**src/rtl/serial_add_ctrl.sv**
```systemverilog
// Bit-serial WIDTH-bit adder: one smux1 full-adder cell reused LSB-first, one bit per clock.
// Optional signed-overflow output is built when SERIAL_ADD_OVF_EN is defined.
module smux1 (
    input  logic a,
    input  logic b,
    input  logic ci,
    output logic s,
    output logic co
);
    assign s  = a ^ b ^ ci;
    assign co = (a & b) | (ci & (a ^ b));
endmodule

module serial_add_ctrl #(
    parameter int WIDTH = 8
) (
    input  logic             clk,
    input  logic             rst_n,
    input  logic             start_valid,
    output logic             start_ready,
    input  logic [WIDTH-1:0] a,
    input  logic [WIDTH-1:0] b,
    input  logic             cin,
    output logic             result_valid,
    input  logic             result_ready,
    output logic [WIDTH-1:0] sum,
    output logic             cout,
`ifdef SERIAL_ADD_OVF_EN
    output logic             ovf,
`endif
    output logic             busy
);
    localparam int CW = $clog2(WIDTH + 1);

    typedef enum logic [1:0] {IDLE, RUN, DONE} state_t;

    state_t           state, state_nxt;
    logic [WIDTH-1:0] a_sh, b_sh, s_sh, s_nxt;
    logic             carry;
    logic [CW-1:0]    cnt;
    logic             fa_s, fa_co;
    logic             last, accept;

    smux1 u_fa (
        .a  (a_sh[0]),
        .b  (b_sh[0]),
        .ci (carry),
        .s  (fa_s),
        .co (fa_co)
    );

    assign last   = (cnt == CW'(WIDTH - 1));
    assign accept = start_valid && (state == IDLE);

    // New sum bit enters at the MSB so after WIDTH shifts bit 0 lands at the LSB.
    generate
        if (WIDTH == 1) begin : g_s1
            assign s_nxt = fa_s;
        end else begin : g_sn
            assign s_nxt = {fa_s, s_sh[WIDTH-1:1]};
        end
    endgenerate

    always_ff @(posedge clk) begin
        if (!rst_n) state <= IDLE;
        else        state <= state_nxt;
    end

    always_comb begin
        state_nxt = state;
        case (state)
            IDLE:    if (start_valid) state_nxt = RUN;
            RUN:     if (last)        state_nxt = DONE;
            DONE:    if (result_ready) state_nxt = IDLE;
            default: state_nxt = IDLE;
        endcase
    end

    always_comb begin
        start_ready  = (state == IDLE);
        result_valid = (state == DONE);
        busy         = (state == RUN) || (state == DONE);
    end

    always_ff @(posedge clk) begin
        if (!rst_n) begin
            a_sh  <= '0;
            b_sh  <= '0;
            s_sh  <= '0;
            carry <= 1'b0;
            cnt   <= '0;
            sum   <= '0;
            cout  <= 1'b0;
        end else if (accept) begin
            a_sh  <= a;
            b_sh  <= b;
            s_sh  <= '0;
            carry <= cin;
            cnt   <= '0;
        end else if (state == RUN) begin
            a_sh  <= a_sh >> 1;
            b_sh  <= b_sh >> 1;
            s_sh  <= s_nxt;
            carry <= fa_co;
            cnt   <= cnt + CW'(1);
            if (last) begin
                sum  <= s_nxt;
                cout <= fa_co;
            end
        end
    end

`ifdef SERIAL_ADD_OVF_EN
    // On the last bit, carry is the carry into the MSB and fa_co the carry out of it.
    always_ff @(posedge clk) begin
        if (!rst_n)                   ovf <= 1'b0;
        else if (state == RUN && last) ovf <= carry ^ fa_co;
    end
`endif
endmodule
```
**config.mk**
```make
export PLATFORM = sky130hd
export DESIGN_NAME = serial_add_ctrl
export DESIGN_NICKNAME = d
export VERILOG_FILES = /design/src/rtl/serial_add_ctrl.sv
export SDC_FILE = /design/constraint.sdc
export NUM_CORES = 1
export LEC_CHECK = 0
export CAP_MARGIN = 20
export CORE_ASPECT_RATIO = 1.75
export CORE_MARGIN = 2
export CORE_UTILIZATION = 40
export DETAILED_ROUTE_END_ITERATION = 8
export GPL_TIMING_DRIVEN = 1
export REMOVE_ABC_BUFFERS = 1
export SLEW_MARGIN = 20
export SYNTH_ARGS = -nofsm -noshare
export SYNTH_HDL_FRONTEND = slang
export SYNTH_SLANG_ARGS = --single-unit
export TNS_END_PERCENT = 30
```
**constraint.sdc**
```tcl
create_clock -name clk -period 1.9 [get_ports clk]
set_input_delay 0.19 -clock clk [delete_from_list [all_inputs] [get_ports clk]]
set_output_delay 0.19 -clock clk [all_outputs]
set_load 0.01 [all_outputs]
```
# Word level (Yosys, flattened, before mapping)
# Index checks and enable logic that the tools add are counted.
[totals]
reg_bits = 40
latchBits = 0
mem_bits_rw = 0
mem_bits_ro = 0
inputBits = 21
out_inout_bits = 12
elab_cells = 39
mem_count = 0
[op_classes]
n_addsub = 1
multipliers = 0
div_mod_pow = 0
magnitude_cmp = 0
eq_ne = 6
shifts = 0
n_mux = 10
bitwise_logic = 7
n_reduce_logical = 7
[ops]
columns = ["op", "count"]
rows = [
  ["8-bit two-way mux", 4],
  ["2-bit two-way mux", 3],
  ["2-bit case mux with 3 select lines", 1],
  ["3-bit AND reduction", 2],
  ["4-bit by 1-bit adder with 4-bit output (second input constant)", 1],
  ["4-bit by 3-bit == test with 1-bit output (second input constant)", 1],
  ["2-bit inequality test (second input constant)", 2],
  ["1-bit AND", 2],
  ["2-bit by 1-bit == test with 1-bit output (second input constant)", 1],
  ["2-bit == test (second input constant)", 1],
  ["2-bit logical NOT", 1],
  ["1-bit two-way mux", 2],
  ["2-bit by 1-bit inequality test with 1-bit output (second input constant)", 1],
  ["1-bit NOT", 2],
  ["2-bit nonzero test", 1],
  ["2-bit OR reduction", 1],
  ["1-bit bitwise XOR", 2],
  ["1-bit logical AND", 1],
  ["1-bit logical OR", 1],
  ["1-bit bitwise OR", 1],
]

# Depth between registers and ports, before layout
[logic_depth]
depth_word = 5
depth_mapped = 7
depth_no_buf = 5

# Cells and area by module
# Synthesis repeated with hierarchy kept, for this count alone.
[hier_totals]
cells_unflattened = 177
area_unflattened_um2 = 1767.9
[by_module_without_submodules]
columns = ["module", "instances", "cells_per_inst", "area_each_um2", "seq_area_each_um2"]
rows = [
  ["serial_add_ctrl", 1, 176, 1747.9, 780.7],
  ["smux1", 1, 1, 20.0, 0.0],
]

# Worst setup path before layout
# Ideal clock, no wire load.
[synth_path]
path_kind = "flip-flop to flip-flop"
startpoint = "register state[0]"
endpoint = "register a_sh[3]"
setup_ps = 116
arrival_time_ps = 1260
required_ps = 1784
path_slack_ps = 524
stages_incl_launch_ff = 7
n_path_buf = 1
synth_period_minus_slack_ps = 1376
path_cell_list = "dfxtp_1 > inv_1 > ha_1 > nand2_1 > buf_1 > nand2_1 > o211a_1"
[synth_between]
elab_chain_len = 3
elab_cells_between_ends = 5
cone_classes = "1 x eq/ne; 1 x mux; 3 x reduce/logical"
[synth_lines]
columns = ["item", "line_no", "text"]
rows = [
  ["from (decl)", "37", "state_t state, state_nxt;"],
  ["from (signal assigned)", "66", "else state <= state_nxt;"],
  ["2-bit logical NOT (*)", "--", ""],
  ["via start_ready", "20", "output logic start_ready,"],
  ["1-bit logical AND (*)", "53", "assign accept = start_valid && (state == IDLE);"],
  ["8-bit two-way mux / 2-bit nonzero test (equally long branches)", "--", ""],
  ["to (signal assigned)", "101", "a_sh <= a_sh >> 1;"],
  ["to (decl)", "38", "logic [WIDTH-1:0] a_sh, b_sh, s_sh, s_nxt;"],
]
# The timed path passes the listed nets; every way through them passes the cells marked *.
# A chain may end at the register's enable or synchronous reset.

# Worst setup path in the final report
[layout_path]
startpoint = "register state[0]"
endpoint = "output port busy"
[layout_between]
elab_chain_len = 2
elab_cells_between_ends = 3
cone_classes = "2 x eq/ne; 1 x reduce/logical"
[layout_lines]
columns = ["item", "line_no", "text"]
rows = [
  ["2-bit by 1-bit == test with 1-bit output / 2-bit == test (equally long branches)", "82", "busy = (state == RUN) || (state == DONE);"],
  ["1-bit logical OR (*)", "82", ""],
  ["to (decl)", "31", "output logic busy"],
]
# Every way passes the cells marked *; elsewhere a longest branch is shown, timed or not.

==> run_results.csv <==
group,metric,value,unit
outcome,outcome,"finished, final reports clean",
pwr,comb_power_share,32.1,%
logic_synthesis,syn_area,1770,um2
sta,finalCriticalPeriod,1.74,ns
layout,post_route_cells_drive_above_1_share,6.25,%
cts,ctsHtreeMaxLevel,2,
detailed_routing,final_antenna_net_count,0,
sta,drv_slew,0,
global_routing,overflow,0,
worst_setup_path,cp.required,1.71,ns
detailed_routing,number_of_optimization_iterations_in_the_first_detailed_route_pass,4,
worst_setup_path,crit_path_start_kind,"flop",
sta,min_period_over_period,91.6,%
sta,hold_violations,0,
logic_synthesis,synth_compound_gate_area_share,17.4,%
detailed_routing,via_total_after_detailed_routing,1341,
floorplanning,coreArea,4320,um2
logic_synthesis,synth_area_in_adders,4.67,%
floorplanning,placement_rows,32,
worst_setup_path,worst_ep_arrival_time,1.55,ns
layout,register_area,781,um2
pwr,power.leakage,0.954,nW
worst_setup_path,critPathTopFamily,"buffers and inverters",
global_routing,grt_first_pass_wirelength,5740,um
logic_synthesis,yosysSeqAreaShare,44.1,%
detailed_routing,route.detailed.vias_per_inst,5.18,
logic_synthesis,post_synth.cell_area_avg,10.0,um2
floorplanning,die_area,4990,um2
pwr,power_frac_clock,23.5,%
global_routing,gr-usage-all-layers,15.4,%
floorplanning,die_height,92.0,um
layout,antenna_cells_inserted,0,
logic_synthesis,synth_common_cells,"dfxtp_1, mux2i_1, nand2_1",
floorplanning,io_pins,33,
worst_setup_path,cp-startpoint,"state[0]$_SDFFE_PN0P_",
detailed_routing,drt-total-wl,3340,um
cts,cts-buffers-inserted,5,
floorplanning,die_w,54.3,um
pwr,flop_pwr_share,44.4,%
logic_synthesis,synthArstFlopShare,0,%
placement,post_dp_hpwl,2530,um
cts,cts_hold_buffers_added,0,
layout,design.final.nets,236,
logic_synthesis,yosysWarningCount,0,
logic_synthesis,post_synth_inst_count,177,
cts,cts-root-buf,"clkbuf_8",
worst_setup_path,worst-r2r-setup-slack,0.24,ns
layout,multiInputGateArea,892,um2
detailed_routing,drt-wirelength-per-cell,12.9,um
worst_setup_path,cp_num_cells,3,
placement,place.port_buffers,32,
worst_setup_path,timing.rr.end,"sum[3]$_SDFFE_PN0P_",
sta,relSlewSlack,73.2,%
cts,cts_post_setup_buffers_inserted,0,
pwr,total_switching_power,0.659,mW
sta,report.final.setup_viol,0,
worst_setup_path,setup.worst_path.class,"flop to output pin",
logic_synthesis,prevailing_post_synth_register_cell,"dfxtp_1",
pwr,p_per_area,983,nW/um2
sta,pnr_worst_setup_slack,0.160,ns
worst_setup_path,critPathCapture,"busy",
sta,grt_setup_unrepaired,"no",
logic_synthesis,netlist_top_cells_area,"dfxtp_1, mux2i_1, o211a_1",
sta,worst_clock_skew,0.00470,ns
floorplanning,initial_utilization,40.9,%
logic_synthesis,ys_types,28,
worst_setup_path,worstPathMaxFanout,3,
placement,detailedPlace.worstSlack,0.267,ns
layout,number_of_filler_instances_in_the_final_layout,430,
logic_synthesis,synth_xor_area_share,1.49,%
cts,cts.sink_count,39,
cts,cts.repair.resized,0,
worst_setup_path,crit_chain,"inv_1 -> ha_1 -> clkdlybuf4s50_1",
logic_synthesis,synth_seq_cells,39,
placement,globalplace.congestion,0.712,
worst_hold_path,min_path_type,"flop to flop",
worst_setup_path,rr_worst_depth,5,
logic_synthesis,yosys.area.top_type,"dfxtp_1",
cts,clk_pin_slew_worst_paths,0.07,ns
pwr,max-vdd-ir-drop,0.770,mV
pwr,intPower,1.51,mW
worst_setup_path,endpoint_kind,"output pin",
cts,clk_path_buf_depth,2,
cts,tritoncts,"yes",
cts,insertion_delay,0.28,ns
sta,setup_tns,0,ns
pwr,switching_share_of_total_power,30.4,%
sta,fmax,575,MHz
job,max_cap_viol_count,0,
layout,finalCoreUtilization,50.9,%
logic_synthesis,post_synth_mux_area_share,13.6,%
worst_setup_path,reg2reg_from,"state[1]$_SDFFE_PN0P_",
global_routing,first_global_vias,1233,
global_routing,antenna_found_initial,0,
logic_synthesis,yosysMostFrequentCell,"dfxtp_1",
logic_synthesis,synth_top_area_share,44.1,%
detailed_routing,initialDrtViolationCount,16,
logic_synthesis,synth_top_family_by_area,"compound AO/OA/AOI/OAI gates",
worst_setup_path,critical_path_buf_inv_count,2,
detailed_routing,drc,0,
logic_synthesis,synth-edff-count,0,
layout,flow.area_growth_from_synthesis,24.5,%
logic_synthesis,post_synth_and_or_nand_nor_area_fraction,13.3,%
global_routing,grt_start_max_net_pins,19,
worst_setup_path,cpMaxStageDelayCell,"clkdlybuf4s50_1",
sta,worst_slew_pin_slew,0.402,ns
worst_setup_path,critical-path-max-stage-delay,0.53,ns
==> metrics by stage <==
step	power [mW]	hold slack, ns	area (um2)	instances
floorplan	1.44	0.321	1680	163
detailed placement	1.68	0.461	2130	253
global placement	1.66	0.455	2130	253
global route	2.31	0.490	2200	259
finish	2.16	0.459	2200	259
CTS	2.19	0.467	2200	259
==> power by group through the flow <==
stage               Combinational (mW)  Sequential (mW)  Clock [mW]
finish                           0.695            0.962       0.508
detailed placement               0.697            0.983           0
CTS                              0.700            0.964       0.528
global placement                 0.681            0.978           0
floorplan                        0.479            0.965           0
global route                     0.770            0.974       0.563
==> worst min-delay path by stage <==
stage,startpoint,to,cells after the start
final,s_sh[1]$_SDFFE_PP0P_,sum[0]$_SDFFE_PN0P_,2
after floorplan,rst_n,state[1]$_SDFFE_PN0P_,1
after global routing,a[7],a_sh[7]$_SDFFE_PN0P_,3
after CTS,a[7],a_sh[7]$_SDFFE_PN0P_,3
after global placement,s_sh[1]$_SDFFE_PP0P_,sum[0]$_SDFFE_PN0P_,2
after detailed placement,s_sh[1]$_SDFFE_PP0P_,sum[0]$_SDFFE_PN0P_,2
==> placed cells by master (no fill, tap or decap), drive strengths merged, types with 2 or more instances in the layout <==
master and count:
ha 5, dfxtp 39, buf 7, nand3b 3, inv 2, xor2 2
nor2 11, nand3 9, nor2b 2, clkdlybuf4s50 32, o21ai 9, mux2i 24
o211a 15, clkbuf 6, a21boi 11, nand2 22
==> metal layers <==
| layer | vias to the layer above | part of all wire (%) | global-route usage (%) |
|---|---|---|---|
| li1 | 684 | - | - |
| met1 | 623 | 41 | 18.4 |
| met2 | 29 | 54 | 25.3 |
| met3 | 5 | 3.8 | 3.91 |
| met4 | 0 | 1.5 | 5.63 |
| met5 | - | 0 | 0 |
==> kinds of logic after synthesis <==
logic type	after synthesis
AO/OA/AOI/OAI	38
adder cells (fa/ha/maj)	6
flip-flops	39
buffers and inverters	16
multiplexers	24
XOR/XNOR	3
AND/OR/NAND/NOR	51
==> layout make-up <==
cell class,count,share of cell area (%)
clock buffer,6,3.30
inverter,2,0.341
multi-input combinational,122,40.5
sequential,39,35.5
tap,51,2.90
timing repair buffer,39,17.5
==> flip-flops by register name, indices dropped and copies added (netlist names) <==
signal	flops
s_sh	7
state	2
a_sh	8
cnt	4
cout	1
b_sh	8
carry	1
sum	8
==> worst register-to-register path, stage by stage (launching register included) <==
cell and delay [ns]:
dfxtp_1 0.32, inv_1 0.11, ha_1 0.42, and4b_1 0.47, nand3_1 0.13, a21boi_1 0.14
No activity file was read; power rests on OpenSTA's default activity.
